==> src/rtl/ste_arb_pkg.sv <==
// ---------------------------------------------------------------------------
// ste_arb_pkg
// Shared definitions for the ST RAM arbiter slice.
//   owner_t        : encoding of the current slot owner (also driven on the
//                    arbiter's 'owner' output port)
//   SLOT_A_START   : frame count value that opens slot A (video/DMA/refresh)
//   SLOT_B_START   : frame count value that opens slot B (CPU/DMA)
//   CS_LEN         : number of clocks the RAM strobe stays high in a slot
//   ACK_OFS        : slot offset at which the data-valid/acknowledge appears
//   REF_TICK_FCNT  : frame count value on whose arrival the refresh timer ticks
//   isDataOwner()  : true for owners that perform a real RAM data cycle
// ---------------------------------------------------------------------------
package ste_arb_pkg;

    typedef enum logic [2:0] {
        OWN_NONE = 3'd0,
        OWN_VID  = 3'd1,
        OWN_DMA  = 3'd2,
        OWN_REF  = 3'd3,
        OWN_CPU  = 3'd4
    } owner_t;

    localparam logic [3:0] SLOT_A_START  = 4'd0;
    localparam logic [3:0] SLOT_B_START  = 4'd8;
    localparam logic [2:0] CS_LEN        = 3'd2;
    localparam logic [2:0] ACK_OFS       = 3'd5;
    localparam logic [3:0] REF_TICK_FCNT = 4'd15;

    // Video, DMA and CPU slots strobe ram_cs; refresh strobes ram_ref instead.
    function automatic logic isDataOwner(input owner_t own);
        return (own == OWN_VID) || (own == OWN_DMA) || (own == OWN_CPU);
    endfunction

endpackage

==> src/rtl/ste_refresh_timer.sv <==
// ---------------------------------------------------------------------------
// ste_refresh_timer
// Counts frames and accumulates pending refresh requests for the arbiter.
// Every REFRESH_INTERVAL frame ticks one more refresh becomes pending; the
// pending count saturates at 3 and is consumed one per refresh grant.
//
// Ports:
//   clk32        in   system clock
//   reset        in   asynchronous reset, active-high
//   i_frameTick  in   one-clock pulse, once per 16-clock frame
//   i_grant      in   one-clock pulse when the arbiter grants a refresh slot
//   o_refPend    out  number of refreshes owed (0..3)
// ---------------------------------------------------------------------------
module ste_refresh_timer
    import ste_arb_pkg::*;
#(
    parameter int REFRESH_INTERVAL = 31
) (
    input  logic       clk32,
    input  logic       reset,
    input  logic       i_frameTick,
    input  logic       i_grant,
    output logic [1:0] o_refPend
);

    localparam int TW = (REFRESH_INTERVAL > 1) ? $clog2(REFRESH_INTERVAL) : 1;
    localparam logic [TW-1:0] LAST = TW'(REFRESH_INTERVAL - 1);

    logic [TW-1:0] r_timer;
    logic [1:0]    r_refPend;
    logic          w_due;

    assign w_due     = i_frameTick && (r_timer == LAST);
    assign o_refPend = r_refPend;

    // Frame counter: runs 0..REFRESH_INTERVAL-1 and wraps, one step per frame.
    always_ff @(posedge clk32 or posedge reset) begin
        if (reset) begin
            r_timer <= '0;
        end else if (i_frameTick) begin
            if (r_timer == LAST) begin
                r_timer <= '0;
            end else begin
                r_timer <= r_timer + 1'b1;
            end
        end
    end

    // Pending count: a new refresh and a grant on the same edge cancel out.
    always_ff @(posedge clk32 or posedge reset) begin
        if (reset) begin
            r_refPend <= 2'd0;
        end else if (w_due && !i_grant) begin
            if (r_refPend != 2'd3) begin
                r_refPend <= r_refPend + 2'd1;
            end
        end else if (!w_due && i_grant) begin
            if (r_refPend != 2'd0) begin
                r_refPend <= r_refPend - 2'd1;
            end
        end
    end

endmodule

==> src/rtl/ste_ram_arbiter.sv <==
// ---------------------------------------------------------------------------
// ste_ram_arbiter
// Time-division scheduler for the shared ST RAM port. Every 16-clock frame is
// split into slot A (fcnt 0..7: video > urgent refresh > DMA > refresh) and
// slot B (fcnt 8..15: CPU > DMA). The owner is chosen on the clock edge that
// enters the slot and holds for the whole slot. The owner's address and
// controls are captured on that same edge and presented to the RAM during
// slot offsets 0 and 1; data-valid / acknowledge appears at offset 5.
//
// Optional build macro: ARB_TURBO_EN
//   defined   : the CPU may take an otherwise idle slot A when 'turbo' is high
//   undefined : 'turbo' is ignored, the CPU is served in slot B only
//
// Ports:
//   clk32, reset                          clock, async active-high reset
//   cpu_req/addr/we/ds                    CPU bus cycle request
//   vid_req/addr                          shifter word fetch
//   dma_req/addr/we                       DMA word transfer
//   turbo                                 CPU may use idle slot A
//   ram_a/cs/we/ds/ref                    RAM controller port
//   owner                                 current slot owner (owner_t)
//   cpu_dtack, vid_ack, dma_ack           per-requester acknowledges
//   bus_free                              current slot is unowned
// ---------------------------------------------------------------------------
module ste_ram_arbiter
    import ste_arb_pkg::*;
#(
    parameter int ADDR_W           = 23,
    parameter int REFRESH_INTERVAL = 31
) (
    input  logic              clk32,
    input  logic              reset,
    input  logic              cpu_req,
    input  logic [ADDR_W-1:0] cpu_addr,
    input  logic              cpu_we,
    input  logic [1:0]        cpu_ds,
    input  logic              vid_req,
    input  logic [ADDR_W-1:0] vid_addr,
    input  logic              dma_req,
    input  logic [ADDR_W-1:0] dma_addr,
    input  logic              dma_we,
    input  logic              turbo,
    output logic [ADDR_W-1:0] ram_a,
    output logic              ram_cs,
    output logic              ram_we,
    output logic [1:0]        ram_ds,
    output logic              ram_ref,
    output logic [2:0]        owner,
    output logic              cpu_dtack,
    output logic              vid_ack,
    output logic              dma_ack,
    output logic              bus_free
);

    logic [3:0]        r_fcnt;
    logic [3:0]        w_fcntNext;
    logic [2:0]        w_k;
    logic              w_slotAStart;
    logic              w_slotBStart;
    logic              w_frameTick;
    logic              w_refGrant;
    logic [1:0]        w_refPend;
    logic              w_cpuEligible;
    logic              w_turboTake;
    logic              w_csWindow;
    owner_t            r_owner;
    owner_t            w_ownerNext;
    logic [ADDR_W-1:0] r_addr;
    logic              r_we;
    logic [1:0]        r_ds;
    logic              r_dtack;

    assign w_fcntNext   = r_fcnt + 4'd1;
    assign w_k          = r_fcnt[2:0];
    assign w_slotAStart = (w_fcntNext == SLOT_A_START);
    assign w_slotBStart = (w_fcntNext == SLOT_B_START);
    assign w_frameTick  = (w_fcntNext == REF_TICK_FCNT);
    assign w_refGrant   = w_slotAStart && (w_ownerNext == OWN_REF);

`ifdef ARB_TURBO_EN
    // Set once the CPU has been served through a turbo slot A; the CPU must
    // drop cpu_req before it can be granted again, so one bus cycle is never
    // executed twice.
    logic r_turboServed;

    assign w_cpuEligible = cpu_req && !r_turboServed;
    assign w_turboTake   = turbo && !vid_req && !dma_req &&
                           (w_refPend != 2'd3) && w_cpuEligible;

    always_ff @(posedge clk32 or posedge reset) begin
        if (reset) begin
            r_turboServed <= 1'b0;
        end else if (w_slotAStart && w_turboTake) begin
            r_turboServed <= 1'b1;
        end else if (!cpu_req) begin
            r_turboServed <= 1'b0;
        end
    end
`else
    logic w_unusedTurbo;

    assign w_unusedTurbo = turbo;
    assign w_cpuEligible = cpu_req;
    assign w_turboTake   = 1'b0;
`endif

    ste_refresh_timer #(
        .REFRESH_INTERVAL(REFRESH_INTERVAL)
    ) u_refresh (
        .clk32      (clk32),
        .reset      (reset),
        .i_frameTick(w_frameTick),
        .i_grant    (w_refGrant),
        .o_refPend  (w_refPend)
    );

    // Free-running frame position; slot offsets are its low three bits.
    always_ff @(posedge clk32 or posedge reset) begin
        if (reset) begin
            r_fcnt <= 4'd0;
        end else begin
            r_fcnt <= w_fcntNext;
        end
    end

    // Owner state register: only changes on the edge that opens a slot.
    always_ff @(posedge clk32 or posedge reset) begin
        if (reset) begin
            r_owner <= OWN_NONE;
        end else begin
            r_owner <= w_ownerNext;
        end
    end

    // Owner selection for the slot that begins on the coming edge.
    always_comb begin
        w_ownerNext = r_owner;
        if (w_slotAStart) begin
            if (w_turboTake) begin
                w_ownerNext = OWN_CPU;
            end else if (vid_req) begin
                w_ownerNext = OWN_VID;
            end else if (w_refPend == 2'd3) begin
                w_ownerNext = OWN_REF;
            end else if (dma_req) begin
                w_ownerNext = OWN_DMA;
            end else if (w_refPend != 2'd0) begin
                w_ownerNext = OWN_REF;
            end else begin
                w_ownerNext = OWN_NONE;
            end
        end else if (w_slotBStart) begin
            if (w_cpuEligible) begin
                w_ownerNext = OWN_CPU;
            end else if (dma_req) begin
                w_ownerNext = OWN_DMA;
            end else begin
                w_ownerNext = OWN_NONE;
            end
        end
    end

    // Capture the new owner's address and controls at slot start so a
    // requester changing its inputs mid-slot cannot disturb the RAM cycle.
    // An idle or refresh slot leaves the address untouched.
    always_ff @(posedge clk32 or posedge reset) begin
        if (reset) begin
            r_addr <= '0;
            r_we   <= 1'b0;
            r_ds   <= 2'b00;
        end else if (w_slotAStart || w_slotBStart) begin
            case (w_ownerNext)
                OWN_CPU: begin
                    r_addr <= cpu_addr;
                    r_we   <= cpu_we;
                    r_ds   <= cpu_ds;
                end
                OWN_VID: begin
                    r_addr <= vid_addr;
                    r_we   <= 1'b0;
                    r_ds   <= 2'b11;
                end
                OWN_DMA: begin
                    r_addr <= dma_addr;
                    r_we   <= dma_we;
                    r_ds   <= 2'b11;
                end
                OWN_REF: begin
                    r_we   <= 1'b0;
                    r_ds   <= 2'b11;
                end
                default: begin
                end
            endcase
        end
    end

    // CPU acknowledge: raised entering offset 5 of a CPU slot, then held
    // until the CPU releases its request (68000-style handshake).
    always_ff @(posedge clk32 or posedge reset) begin
        if (reset) begin
            r_dtack <= 1'b0;
        end else if ((r_owner == OWN_CPU) && (w_fcntNext[2:0] == ACK_OFS)) begin
            r_dtack <= 1'b1;
        end else if (!cpu_req) begin
            r_dtack <= 1'b0;
        end
    end

    // RAM strobes and one-clock acknowledges decoded from owner and offset.
    always_comb begin
        w_csWindow = (w_k < CS_LEN);
        ram_cs     = 1'b0;
        ram_ref    = 1'b0;
        ram_we     = 1'b0;
        ram_ds     = 2'b00;
        vid_ack    = 1'b0;
        dma_ack    = 1'b0;
        if (w_csWindow) begin
            if (isDataOwner(r_owner)) begin
                ram_cs = 1'b1;
                ram_we = r_we;
                ram_ds = r_ds;
            end else if (r_owner == OWN_REF) begin
                ram_ref = 1'b1;
                ram_ds  = r_ds;
            end
        end
        if (w_k == ACK_OFS) begin
            vid_ack = (r_owner == OWN_VID);
            dma_ack = (r_owner == OWN_DMA);
        end
    end

    assign ram_a     = r_addr;
    assign owner     = r_owner;
    assign cpu_dtack = r_dtack;
    assign bus_free  = (r_owner == OWN_NONE);

endmodule

==> config.mk <==
export PLATFORM = sky130hd
export DESIGN_NAME = ste_ram_arbiter
export DESIGN_NICKNAME = d
export VERILOG_FILES = /design/src/rtl/ste_arb_pkg.sv /design/src/rtl/ste_refresh_timer.sv /design/src/rtl/ste_ram_arbiter.sv
export SDC_FILE = /design/constraint.sdc
export NUM_CORES = 1
export LEC_CHECK = 0
export BUFFER_PORTS_ARGS = -buffer_cell sky130_fd_sc_hd__buf_2
export CORE_MARGIN = 5
export CORE_UTILIZATION = 35
export DETAILED_ROUTE_END_ITERATION = 8
export PLACE_DENSITY = 0.7
export RECOVER_POWER = 100
export SLEW_MARGIN = 10
export SYNTH_ARGS = -nofsm -noshare
export SYNTH_HDL_FRONTEND = slang
export SYNTH_SLANG_ARGS = --single-unit
==> constraint.sdc <==
create_clock -name clk32 -period 3.81 [get_ports clk32]
set_clock_uncertainty 0.15 [all_clocks]
set_input_delay 0.5715 -clock clk32 [delete_from_list [all_inputs] [get_ports clk32]]
set_output_delay 0.5715 -clock clk32 [all_outputs]
set_load 0.005 [all_outputs]
# Word-level counts from Yosys, hierarchy flattened
# Index checks and enable logic that the tools add are counted.
# W data, S select, Z words.
# op_classes
add_sub_neg,4
multipliers,0
div_mod_pow,0
n_lt_le_gt_ge,1
eq_ne,17
shifts,0
mux,30
n_bitwise,0
reduce_logical,24
# ops
op,count
$pmux W23 S3,1
$mux W2,12
$eq A3 B2 Y1 const B,4
$eq A3 B3 Y1 const B,4
$mux W1,11
$mux W3,3
$eq A4 B4 Y1 const B,2
$reduce_bool A2 Y1,4
$eq A3 B1 Y1 const B,2
$reduce_and A2 Y1,3
$reduce_bool A3 Y1,2
$add A5 B1 Y5 const B,1
$eq A5 B5 Y1 const B,1
$logic_and A1 B1 Y1,5
$mux W5,1
$add A4 B1 Y4 const B,1
$logic_not A4 Y1,1
$ne A2 B2 Y1 const B,2
$pmux W2 S2,1
$logic_not A3 Y1,1
$logic_or A1 B1 Y1,3
$lt A3 B2 Y1 const B,1
$pmux W1 S3,1
$reduce_and A3 Y1,1
7 further kinds,8
# totals
reg_bits,41
latch_bits,0
mem_bits_rw,0
romBits,0
output_inout_bits,35
memories,0

# Longest topological paths before layout
# Gate-level depths: netlist of run 1.
# logic_depth
depth_word,12
depth_mapped,8
mapped_depth_nobuf,7

# Hierarchy
# A second synthesis of run 1 with hierarchy kept.
# unflattened
cells_unflattened,299
hier_area_um2,2805.2
# by_module_without_submodules
module,n_inst,cells_each,area_each_um2,seq_area_each_um2
ste_ram_arbiter,1,258,2412.3,850.8
ste_refresh_timer,1,41,392.9,175.2

# Worst setup path before layout of run 1
# No wires, ideal clock.
# synth_path
kind,input -> register
startpoint,input port vid_req
endpoint,register r_addr[10] (netlist: ram_a[10])
t_arrival_ns,2.005
t_required_ns,3.530
slack_ns,1.525
path_stages,7
n_path_buf,2
cell_sequence,buf_4 nor2_1 a2111o_2 o31ai_4 o21a_4 buf_8 o31ai_2
# synth_via
elab_chain_len,5
# synth_rtl
item,line_no,rtl
start: declaration,ste_ram_arbiter.sv:37,"input logic vid_req,"
$mux W2 *,ste_ram_arbiter.sv:141,end else if (vid_req) begin
$mux W3 *,ste_ram_arbiter.sv:138,if (w_slotAStart) begin
$eq A3 B2 Y1 (tied with other cells),ste_ram_arbiter.sv:172,case (w_ownerNext)
$reduce_bool A3 Y1 (no line),--,
$reduce_and A2 Y1 (no line),--,
end signal: assignment,ste_ram_arbiter.sv:174,r_addr <= cpu_addr;
end signal: assignment,ste_ram_arbiter.sv:179,r_addr <= vid_addr;
end signal: assignment,ste_ram_arbiter.sv:184,r_addr <= dma_addr;
end: declaration,ste_ram_arbiter.sv:68,logic [ADDR_W-1:0] r_addr;
# Every way passes the cells marked *; elsewhere a longest branch is shown, timed or not.
# A chain may end at the register's enable or synchronous reset.

# Worst setup path in the final report of run 1
# layout_path
startpoint,register r_fcnt[1]
endpoint,register u_refresh.r_refPend[0] (netlist: u_refresh.o_refPend[0])
# layout_via
elab_chain_len,10
# layout_rtl
item,line_no,rtl
start: declaration,ste_ram_arbiter.sv:55,logic [3:0] r_fcnt;
start signal: assignment,ste_ram_arbiter.sv:122,r_fcnt <= w_fcntNext;
$add A4 B1 Y4 *,ste_ram_arbiter.sv:73,assign w_fcntNext = r_fcnt + 4'd1;
$eq A4 B4 Y1,ste_ram_arbiter.sv:76,assign w_slotBStart = (w_fcntNext == SLOT_B_START);
$mux W3,ste_ram_arbiter.sv:152,end else if (w_slotBStart) begin
$mux W3,ste_ram_arbiter.sv:138,
$eq A3 B2 Y1,ste_ram_arbiter.sv:78,assign w_refGrant = w_slotAStart && (w_ownerNext == OWN_REF);
$logic_and A1 B1 Y1,ste_ram_arbiter.sv:78,
$logic_not A1 Y1,ste_refresh_timer.sv:53,end else if (w_due && !i_grant) begin
$logic_and A1 B1 Y1,ste_refresh_timer.sv:53,
$ne A2 B2 Y1 (no line) / $reduce_bool A2 Y1 (equally long branches),--,
$reduce_and A3 Y1 (no line),--,
end signal: assignment,ste_refresh_timer.sv:55,r_refPend <= r_refPend + 2'd1;
end signal: assignment,ste_refresh_timer.sv:59,r_refPend <= r_refPend - 2'd1;
end: declaration,ste_refresh_timer.sv:30,logic [1:0] r_refPend;
# Marked as above.

==> results of run 1 <==
cell usage after synthesis (all sizes together), types with 3 or more instances:
cell type | count | area (um2)
o31a | 23 | 201
clkbuf | 18 | 67.6
nand3 | 4 | 20.0
o22a | 3 | 26.3
o22ai | 23 | 144
nand4 | 3 | 18.8
nor2 | 33 | 124
buf | 22 | 161
inv | 6 | 22.5
o31ai | 51 | 497
o21ai | 5 | 25.0
dfrtp | 41 | 1030
nor4 | 24 | 150
o211ai | 23 | 173
nor3 | 7 | 35.0
a21oi | 4 | 20.0
nand2b | 3 | 18.8
o21a | 3 | 30.0
nand2 | 15 | 58.8
ha | 6 | 75.1
nand3b | 24 | 180
worst register-to-register path: cells and delay by family, from the launching register on:
family                 cells  cell delay (ns)
DFF                        1             0.59
and+or+nand+nor            1             0.29
AOI/OAI and AO/OA          3             0.93
muxes                      1             0.12
buffers and inverters      1             1.07
stage by stage:
step	instance area [um2]	setup slack, ns	power, mW	hold slack [ns]
finish	3910	0.592	1.16	0.330
global route	3910	0.444	1.22	0.359
CTS	4020	0.893	1.20	0.269
detailed placement	3940	0.899	0.912	0.310
global placement	3940	0.966	0.903	0.306
floorplan	3370	1.52	0.750	0.302
power breakdown:
part	switching [mW]	internal [mW]	leakage [nW]
logic	0.207	0.155	0.995
clock network	0.152	0.130	0.0395
registers	0.0375	0.483	0.489
final cells by class:
cell class	count	share of cell area
inverter	6	0.00576
clock buffer	8	0.0205
multi-input combinational	283	0.520
sequential	41	0.262
timing repair buffer	121	0.150
tap	129	0.0413
logic make-up after synthesis:
logic type               Yosys count  synth area share
AO/OA/AOI/OAI                    148             0.377
multiplexers                       2           0.00595
XOR/XNOR                           3           0.00781
buffers and inverters             46            0.0747
flip-flops                        41             0.305
adder cells (fa/ha/maj)            6            0.0223
AND/OR/NAND/NOR                  124             0.207
cells in the final DEF, fill, tap and decap left out, types with 2 or more instances in the layout:
cell,synthesis,layout
o31ai_2,20,10
xor2_1,2,2
nor2_1,33,33
a21oi_1,4,3
nand3_1,4,4
nor3_1,7,7
buf_2,12,86
o22ai_1,23,23
o211ai_1,23,23
nand3b_1,24,24
buf_4,3,7
o21a_1,2,2
ha_1,6,6
dfrtp_1,41,41
o22a_1,3,3
mux2i_1,2,2
clkbuf_1,18,31
a21boi_2,2,2
o31ai_1,30,40
nand2b_1,3,3
nand4_1,3,3
and3_1,2,2
o31a_1,23,23
clkbuf_8,0,5
o21ai_0,3,3
inv_1,6,5
nand2_1,14,14
nor4_1,24,24
routing by layer:
layer  routed length (um)  vias up
li1                     -     1643
met1                 5020     1708
met2                 5340      160
met3                 1040        8
met4                   58        0
met5                    0        -
worst paths after layout:
kind | to | depth (start not counted) | start | slack (ns)
worst max-delay path | u_refresh.o_refPend[0] | 6 | r_fcnt[1] | 0.59
worst min-delay path | cpu_dtack | 2 | cpu_dtack | 0.33
worst max register to register | u_refresh.o_refPend[0] | 6 | r_fcnt[1] | 0.59
worst min register to register | cpu_dtack | 2 | cpu_dtack | 0.33
max in group asynchronous | r_we | 3 | reset | 1.15
min in group asynchronous | ram_a[1] | 3 | reset | 1.00
state kept, by name, indices dropped and copies added (netlist names):
register,cells
ram_a,23
u_refresh.r_timer,5
r_fcnt,4
owner,3
r_ds,2
u_refresh.o_refPend,2
cpu_dtack,1
r_we,1
==> summary.md, run 1 <==
| Metric | Value |
|---|---|
| Clock buffer depth | `2` |
| Site row count | `35` |
| Master of the slowest instance on the critical path | `clkbuf_1` |
| Die Ht | `108 um` |
| Synth async-reset ratio | `1.00` |
| Sort of element at the start of the critical path | `flop` |
| DPL Wire Length | `7710 um` |
| Die outline area | `0.0117 mm2` |
| Gr busiest metal | `met2` |
| EDFF count, synth | `0` |
| Delay-heaviest family, CP | `buffers and inverters` |
| Clock Sink Count | `41` |
| Wire length of the first global-routing pass | `17500 um` |
| Max_slew headroom | `-0.597` |
| Transition time at the pin with the least slew margin | `2.40 ns` |
| Path type of the worst min-delay path | `flop to flop` |
| Port Buf Inserts | `112` |
| Top Ports | `114` |
| Combined global-route utilization of all metal layers | `0.186` |
| Netlist area before placement | `0.00337 mm2` |
| Status | `finished, violations left` |
| Filler cells | `942` |
| Post-Place Cells | `580` |
| Global routing met1 resource utilization | `0.242` |
| DRT Wirelength | `11500 um` |
| Aggregate negative setup slack | `0 ns` |
| Mean instance size in the synthesized netlist | `9.10 um2` |
| Unique masters post-synth | `55` |
| Starting DRC count in detailed routing | `277` |
| Resized cells post-CTS | `0` |
| Later-pin clock latency in the skew report | `0.29 ns` |
| Req. time, crit path | `3.88 ns` |
| Synthesized net count | `455` |
| Final setup fails | `0` |
| Effective utilization at floorplan | `0.361` |
| Crit path kind | `flop to flop` |
| Number of max-slew violations in the final report | `42` |
| Sequential cell area in the final layout | `0.00103 mm2` |
| Final weighted congestion in routability-driven placement | `0.828` |
| H-tree Lvls | `2` |
| Number of antenna violations at the first check in global routing | `0` |
| Die boundary width | `108 um` |
| Diode count | `0` |
| Post-CTS setup buffers | `0` |
| Worst supply voltage drop on vdd | `0.123 mV` |
| Final worst path period need | `3.22 ns` |
| Layout cell share with drive strength beyond 1 | `0.268` |
| Final routed wire length divided by cell count | `19.5 um` |
| Maximum number of pins on one net before global-route repair | `53` |
| Leakage power of the design | `1.52 nW` |
| Number of warnings printed during yosys synthesis | `0` |
| Crit path arrival time | `3.29 ns` |
| Fin crit share | `0.845` |
| Final Non-Filler Cells | `588` |
| Met3 Resource Use GR | `0.0490` |
| GR met2 Demand/Resource | `0.308` |
| Final-report hold violation count | `0` |
| Worst path buffer plus inverter count | `1` |
| Number of clock buffers inserted by TritonCTS | `5` |
| Layout-stage area growth over the synthesis result | `16.2%` |
| Number of flip-flops and latches in the synthesized netlist | `41` |
| Area of the core region | `0.00933 mm2` |
| RSZ-0062 raised after global routing | `false` |
| Fraction of the yosys area taken by sequential cells | `0.305` |
| Fmax | `0.311 GHz` |
| Post-detailed-route DRC marker count | `0` |
| Total number of vias | `3519` |
| Gate Count Post-Synth | `370` |
| Total overflow reported by the global router | `0` |
| Residual antenna-violating net count after detailed routing | `0` |
| TritonCTS clock tree | `built` |
| Multi-input gate area | `0.00203 mm2` |
| Power density over the cells | `298 mW/mm2` |
| Number of hold buffers added after cts | `0` |
| Post-layout net count | `543` |
| Type of destination of the critical path | `flop` |
| Highest fanout seen on the critical path | `25` |
| Final core area utilization | `0.419` |
| Ordered cell list for the critical path | `a21boi_2, a2111oi_0, clkbuf_1, nand2_1, o32a_1, mux2i_1` |
| Number of maximum-capacitance violations | `1` |
| Detailed-routing iteration count for the pre-antenna-repair pass | `5` |
| Post-CTS clock slew at the launch and capture registers of the worst setup and hold paths | `0.08 ns` |
| Slowest Stage Delay on Critical Path | `1.07 ns` |
| Vias in the first global route | `3476` |
| Violated checks | `max-capacitance violations, max-slew violations` |
| Avg Vias per Cell | `5.98` |
| Most frequently used flop master after synthesis | `dfrtp_1` |
| CTS Root Cell | `clkbuf_8` |
No activity file was read; power rests on OpenSTA's default activity.
==> run 2: changes to the inputs <==
--- a/config.mk
+++ b/config.mk
@@ -5,11 +5,12 @@
 export SDC_FILE = /design/constraint.sdc
 export NUM_CORES = 1
 export LEC_CHECK = 0
+export ABC_AREA = 1
 export BUFFER_PORTS_ARGS = -buffer_cell sky130_fd_sc_hd__buf_2
 export CORE_MARGIN = 5
 export CORE_UTILIZATION = 35
 export DETAILED_ROUTE_END_ITERATION = 8
-export PLACE_DENSITY = 0.7
+export PLACE_DENSITY = 0.74
 export RECOVER_POWER = 100
 export SLEW_MARGIN = 10
 export SYNTH_ARGS = -nofsm -noshare
==> constraint.sdc (replaced) <==
create_clock -name clk32 -period 3.2 [get_ports clk32]
set_clock_uncertainty 0.15 [all_clocks]
set_input_delay 0.48 -clock clk32 [delete_from_list [all_inputs] [get_ports clk32]]
set_output_delay 0.48 -clock clk32 [all_outputs]
set_load 0.005 [all_outputs]
==> summary.md, run 2 <==
| Metric | Value |
|---|---|
| Top-area cell type share of the netlist area | `0.407 (+0.102)` |
| Post-CTS clock slew at the launch and capture registers of the worst setup and hold paths | `0.07 ns (about the same)` |
| Highest fanout seen on the critical path | `26 (+4.0%)` |
| Top area cells in the synthesized netlist | `dfrtp_1 (41%), nand2_1 (18%), nand3_1 (16%)` |
| DPL Wire Length | `5670 um (-26%)` |
| Path type of the worst min-delay path | `primary input to async pin` |
| Wire length of the first global-routing pass | `11800 um (-32%)` |
| Worst supply voltage drop on vdd | `0.215 mV (+74%)` |
| Unique masters post-synth | `31 (-44%)` |
| CTS Root Cell | `clkbuf_8` |
| Layout-stage area growth over the synthesis result | `25.6%` |
| Final-report hold violation count | `0 (unchanged)` |
| DRT Wirelength | `7450 um (-35%)` |
| Number of clock buffers inserted by TritonCTS | `5 (unchanged)` |
| TritonCTS clock tree | `built` |
| H-tree Lvls | `2 (unchanged)` |
| Post-detailed-route DRC marker count | `0 (unchanged)` |
| Die outline area | `0.00900 mm2 (-23%)` |
| Most frequently used flop master after synthesis | `dfrtp_1` |
| Number of antenna violations at the first check in global routing | `0 (unchanged)` |
| Clock Sink Count | `41 (unchanged)` |
| Layout cell share with drive strength beyond 1 | `0.248 (-0.0196)` |
| Flip-flop count of the largest register after layout | `23 (unchanged)` |
| Filler cells | `794 (-16%)` |
| Most area-hungry cell type in the Yosys netlist | `dfrtp_1` |
| Residual antenna-violating net count after detailed routing | `0 (unchanged)` |
| Number of max-slew violations in the final report | `0 (-100%)` |
| Final core area utilization | `0.443 (+0.0241)` |
| EDFF count, synth | `0 (unchanged)` |
| Fraction of the yosys area taken by sequential cells | `0.407 (+0.102)` |
| Avg Vias per Cell | `4.82 (-19%)` |
| Status | `finished, final reports clean` |
| Later-pin clock latency in the skew report | `0.28 ns (about the same)` |
| Number of flip-flops and latches in the synthesized netlist | `41 (unchanged)` |
| Synth async-reset ratio | `1.00 (unchanged)` |
| Number of warnings printed during yosys synthesis | `0 (unchanged)` |
| Fin crit share | `0.844 (about the same)` |
| Power density over the cells | `491 mW/mm2 (+65%)` |
| Post-layout net count | `540 (-0.55%)` |
| Vias in the first global route | `2528 (-27%)` |
| Crit path kind | `flop to flop` |
| Diode count | `0 (unchanged)` |
| RSZ-0062 raised after global routing | `false` |
| Number of maximum-capacitance violations | `0 (-1)` |
| Aggregate negative setup slack | `0 ns (unchanged)` |
| Leading cell types in the layout, fill and taps excluded | `nand2_1 (121), buf_2 (89), nand3_1 (83)` |
| Final routed wire length divided by cell count | `13.5 um (-31%)` |
| Sort of element at the start of the critical path | `flop` |
| Combined global-route utilization of all metal layers | `0.166 (-0.0206)` |
| Most common cell after layout, fill and taps aside | `nand2_1` |
| Most used standard cells in the synthesized netlist | `nand2_1 (118), nand3_1 (83), dfrtp_1 (41)` |
| Resized cells post-CTS | `0 (unchanged)` |
| Effective utilization at floorplan | `0.353 (-0.00775)` |
| Netlist area before placement | `0.00252 mm2 (-25%)` |
| Transition time at the pin with the least slew margin | `1.21 ns (-1.19 ns)` |
| Maximum number of pins on one net before global-route repair | `27 (-49%)` |
| Total overflow reported by the global router | `0 (unchanged)` |
| Fmax | `0.370 GHz (+19%)` |
| Final weighted congestion in routability-driven placement | `0.814 (-1.7%)` |
| Type of destination of the critical path | `flop` |
| Port Buf Inserts | `112 (unchanged)` |
| Synthesized net count | `433 (-4.8%)` |
| Leakage power of the design | `1.73 nW (+13%)` |
| Mean instance size in the synthesized netlist | `7.24 um2 (-20%)` |
| Final worst path period need | `2.70 ns (-0.517 ns)` |
| Total number of vias | `2672 (-24%)` |
| Req. time, crit path | `3.28 ns (-0.60 ns)` |
| Site row count | `31 (-11%)` |
| Die boundary width | `94.9 um (-12%)` |
| Post-CTS setup buffers | `0 (unchanged)` |
| Starting DRC count in detailed routing | `119 (-57%)` |
| Clock buffer depth | `2 (unchanged)` |
| Max_slew headroom | `0.194 (+0.791)` |
| Number of hold buffers added after cts | `0 (unchanged)` |
| Die Ht | `94.9 um (-12%)` |
| Crit path arrival time | `2.78 ns (-0.51 ns)` |
| Final setup fails | `0 (unchanged)` |
| Gate Count Post-Synth | `348 (-5.9%)` |
| Area of the core region | `0.00714 mm2 (-23%)` |
| Top Ports | `114 (unchanged)` |
| Most numerous cell in the Yosys netlist | `nand2_1` |
| Detailed-routing iteration count for the pre-antenna-repair pass | `4 (-1)` |
run 2: cell types whose count changed in the layout (fill, tap and decap cells not counted), sizes merged, moves of 3 or more:
cell / previous run / this run
nand2b: 3 / 0
nand2: 15 / 124
o22ai: 23 / 0
o31ai: 51 / 0
nor2: 33 / 16
o31a: 23 / 0
nand3b: 24 / 1
inv: 5 / 29
o21a: 3 / 0
clkbuf: 36 / 31
nor4: 24 / 1
o211ai: 23 / 0
o22a: 3 / 0
nand3: 4 / 89
run 2: final cells by class:
| type | count | area (um2) | share of cell area |
|---|---|---|---|
| clock buffer | 7 | 86.3 | 0.0273 |
| timing repair buffer | 115 | 552 | 0.174 |
| tap | 99 | 124 | 0.0391 |
| sequential | 41 | 1030 | 0.324 |
| multi-input combinational | 262 | 1260 | 0.399 |
| inverter | 30 | 115 | 0.0364 |
run 2: critical path, cell delays in order (launching register included):
cell and delay [ns]:
dfrtp_1 0.47, ha_1 0.23, nand2_1 0.19, inv_4 0.11, nand3_4 0.12, nand2_1 0.16
inv_2 0.13, nand3_4 0.28, inv_2 0.45, nand2_1 0.10, nand3_1 0.12, nand2_1 0.06
nand2_1 0.06
run 2: power breakdown:
group	internal [mW]	leakage, nW	total (mW)	switching, mW
combinational	0.212	1.19	0.520	0.308
clock	0.171	0.0443	0.339	0.168
sequential	0.626	0.498	0.696	0.0694
run 2: metal layers:
metal  global-route usage  vias to the layer above  wire length (um)
met3               0.0319                        4               458
met5                    0                        -                 0
met4               0.0409                        0                52
li1                     -                     1342                 -
met1                0.224                     1244              3310
met2                0.273                       82              3640
run 2: cell families (layout without fill, tap and decap cells):
family	after synthesis	after routing	synth area share
AND/OR/NAND/NOR	243	243	0.450
buffers and inverters	45	152	0.0834
flip-flops	41	41	0.407
AO/OA/AOI/OAI	12	12	0.0258
adder cells (fa/ha/maj)	6	6	0.0298
XOR/XNOR	1	1	0.00348
run 2: path summary, 6_finish.rpt:
| check | start | to | slack, ns | cells past startpoint |
|---|---|---|---|---|
| max | r_fcnt[1] | ram_a[22] | 0.50 | 12 |
| min | reset | ram_a[15] | 0.06 | 2 |
| max reg2reg | r_fcnt[1] | ram_a[22] | 0.50 | 12 |
| min reg2reg | ram_a[4] | ram_a[4] | 0.33 | 2 |
| max in group asynchronous | reset | owner[0] | 1.34 | 3 |
| min in group clk32 | cpu_ds[0] | r_ds[0] | 0.30 | 3 |
run 2: metrics by stage:
step | cells | total power [mW] | worst slack [ns] | instance area, um2 | hold slack, ns
2_1_floorplan | 348 | 1.01 | 1.25 | 2520 | 0.299
4_1_cts | 554 | 1.60 | 0.545 | 3220 | 0.0860
6_report | 554 | 1.56 | 0.499 | 3160 | 0.0644
5_1_grt | 554 | 1.68 | 0.174 | 3160 | 0.105
3_5_place_dp | 547 | 1.25 | 0.571 | 3130 | 0.313
3_3_place_gp | 547 | 1.23 | 0.642 | 3130 | 0.309
==> run 3: changes to the inputs <==
--- a/config.mk
+++ b/config.mk
@@ -5,12 +5,12 @@
 export SDC_FILE = /design/constraint.sdc
 export NUM_CORES = 1
 export LEC_CHECK = 0
-export ABC_AREA = 1
+export ABC_AREA = 0
 export BUFFER_PORTS_ARGS = -buffer_cell sky130_fd_sc_hd__buf_2
 export CORE_MARGIN = 5
 export CORE_UTILIZATION = 35
 export DETAILED_ROUTE_END_ITERATION = 8
-export PLACE_DENSITY = 0.74
+export PLACE_DENSITY = 0.72
 export RECOVER_POWER = 100
 export SLEW_MARGIN = 10
 export SYNTH_ARGS = -nofsm -noshare
==> constraint.sdc (replaced) <==
create_clock -name clk32 -period 2.4 [get_ports clk32]
set_clock_uncertainty 0.15 [all_clocks]
set_input_delay 0.36 -clock clk32 [delete_from_list [all_inputs] [get_ports clk32]]
set_output_delay 0.36 -clock clk32 [all_outputs]
set_load 0.005 [all_outputs]
==> summary.md, run 3 (same netlist as run 1, synthesis figures left out) <==
| Metric | Value |
|---|---|
| Transition time at the pin with the least slew margin | `0.857 ns (-0.352 ns)` |
| Crit path kind | `flop to flop` |
| Clock buffer depth | `2 (unchanged)` |
| Number of maximum-capacitance violations | `0 (unchanged)` |
| Met1 Routed Length | `4780 um (+45%)` |
| Port Buf Inserts | `112 (unchanged)` |
| Die Ht | `108 um (+14%)` |
| Crit path arrival time | `2.35 ns (-0.43 ns)` |
| Combined global-route utilization of all metal layers | `0.188 (+0.0222)` |
| Post-route worst setup slack | `0.119 ns (-0.380 ns)` |
| Path type of the worst min-delay path | `primary input to flop` |
| Diode count | `0 (unchanged)` |
| Most common cell after layout, fill and taps aside | `buf_2` |
| Flip-flop count of the largest register after layout | `23 (unchanged)` |
| Top Ports | `114 (unchanged)` |
| Last element of the critical path | `ram_a[22]` |
| Power density over the cells | `500 mW/mm2 (+1.7%)` |
| TritonCTS clock tree | `built` |
| Max_slew headroom | `0.425 (+0.231)` |
| H-tree Lvls | `2 (unchanged)` |
| Layout-stage area growth over the synthesis result | `26.5%` |
| Total overflow reported by the global router | `0 (unchanged)` |
| Vias in the first global route | `3565 (+41%)` |
| Post-placement worst setup slack | `0.137 ns (-0.434 ns)` |
| Aggregate negative setup slack | `0 ns (unchanged)` |
| Number of antenna violations at the first check in global routing | `0 (unchanged)` |
| Endpoint of the worst-slack reg-to-reg timing path | `ram_a[22]` |
| Fin crit share | `0.951 (+0.106)` |
| Post-detailed-route DRC marker count | `0 (unchanged)` |
| Req. time, crit path | `2.47 ns (-0.81 ns)` |
| Leakage power of the design | `1.70 nW (-1.5%)` |
| Effective utilization at floorplan | `0.361 (+0.00775)` |
| Timing startpoint of the critical path | `r_fcnt[0]` |
| Final routed wire length divided by cell count | `18.5 um (+37%)` |
| Final setup fails | `0 (unchanged)` |
| Final weighted congestion in routability-driven placement | `0.900 (+11%)` |
| Type of destination of the critical path | `flop` |
| Reg-to-reg slack, setup | `0.12 ns (-0.38 ns)` |
| Maximum number of pins on one net before global-route repair | `54 (+100%)` |
| Starting DRC count in detailed routing | `223 (+87%)` |
| Status | `finished, final reports clean` |
| Clock Sink Count | `41 (unchanged)` |
| Leading cell types in the layout, fill and taps excluded | `buf_2 (89), dfrtp_1 (41), nor2_1 (33)` |
| Met3 Wirelength | `953 um (+110%)` |
| Site row count | `35 (+13%)` |
| DPL Wire Length | `8330 um (+47%)` |
| Number of clock buffers inserted by TritonCTS | `5 (unchanged)` |
| Die boundary width | `108 um (+14%)` |
| Final-report hold violation count | `0 (unchanged)` |
| Total number of vias | `3576 (+34%)` |
| Avg Vias per Cell | `5.88 (+22%)` |
| Later-pin clock latency in the skew report | `0.30 ns (+0.02 ns)` |
| Number of max-slew violations in the final report | `0 (unchanged)` |
| Post-layout net count | `563 (+4.3%)` |
| Max Used Layer | `met4` |
| Die outline area | `0.0117 mm2 (+30%)` |
| Final worst path period need | `2.28 ns (-0.420 ns)` |
| Launch point of the worst reg-to-reg path | `r_fcnt[0]` |
| Layout cell share with drive strength beyond 1 | `0.326 (+0.0773)` |
| Wire length of the first global-routing pass | `17600 um (+49%)` |
| CTS Root Cell | `clkbuf_8` |
| Sort of element at the start of the critical path | `flop` |
| Detailed-routing iteration count for the pre-antenna-repair pass | `4 (unchanged)` |
| Worst supply voltage drop on vdd | `0.299 mV (+39%)` |
| Met2 wire length | `5400 um (+48%)` |
| Path depth of the worst reg2reg path | `6 (-6)` |
| Residual antenna-violating net count after detailed routing | `0 (unchanged)` |
| Post-CTS setup buffers | `0 (unchanged)` |
| Area of the core region | `0.00933 mm2 (+31%)` |
| Highest fanout seen on the critical path | `23 (-12%)` |
| DRT Wirelength | `11200 um (+51%)` |
| Post-CTS clock slew at the launch and capture registers of the worst setup and hold paths | `0.09 ns (+0.02 ns)` |
| RSZ-0062 raised after global routing | `false` |
| Fmax | `0.438 GHz (+18%)` |
==> run 3: cell type report <==
class / count / area [um2]
Fill cell: 906 / 5070
Multi-Input combinational cell: 283 / 2090
Tap cell: 129 / 161
Inverter: 6 / 22.5
Clock inverter: 3 / 65.1
Clock buffer: 5 / 68.8
Timing Repair Buffer: 141 / 820
Sequential cell: 41 / 1030
==> run 3: where the power goes <==
part	internal (mW)	leakage, nW	switching [mW]
logic	0.292	1.15	0.344
registers	0.766	0.489	0.0515
clock network	0.414	0.0681	0.262
total	1.47	1.70	0.658
==> run 3: repair_timing <==
action | CTS | global route
hold endpoints to repair | 21 | 0
hold buffers | 1 | 0
gates resized for setup | 0 | 0
==> run 3: stage by stage <==
step / utilization / power (mW) / instances / cell area (um2) / hold WS (ns)
after floorplan: - / 1.19 / 370 / 3370 / 0.302
after global routing: 0.456 / 2.25 / 608 / 4260 / 0.158
final: 0.456 / 2.13 / 608 / 4260 / 0.140
after detailed placement: 0.447 / 1.48 / 599 / 4170 / 0.311
after CTS: 0.463 / 2.16 / 608 / 4320 / 0.140
after global placement: 0.447 / 1.46 / 599 / 4170 / 0.307
==> run 3: critical path: stages (launching register included) <==
cell and delay [ns]:
dfrtp_1 0.49, a21boi_2 0.35, a2111o_2 0.21, clkbuf_4 0.34, o31ai_1 0.12, o31a_1 0.30
o31ai_2 0.23
==> run 3: worst min path at each step <==
stage | start | to | slack [ns] | cells past startpoint
floorplan | r_ds[0] | r_ds[0] | 0.30 | 1
global placement | reset | ram_a[21] | 0.31 | 2
detailed placement | reset | ram_a[21] | 0.31 | 2
CTS | cpu_req | cpu_dtack | 0.14 | 3
global route | cpu_ds[1] | r_ds[1] | 0.16 | 2
finish | cpu_req | cpu_dtack | 0.14 | 3
==> run 3: layer usage <==
| metal | global-route usage | up-vias |
|---|---|---|
| met3 | 0.0478 | 12 |
| met2 | 0.309 | 161 |
| met5 | 0 | - |
| met1 | 0.245 | 1715 |
| met4 | 0.0541 | 0 |
| li1 | - | 1688 |
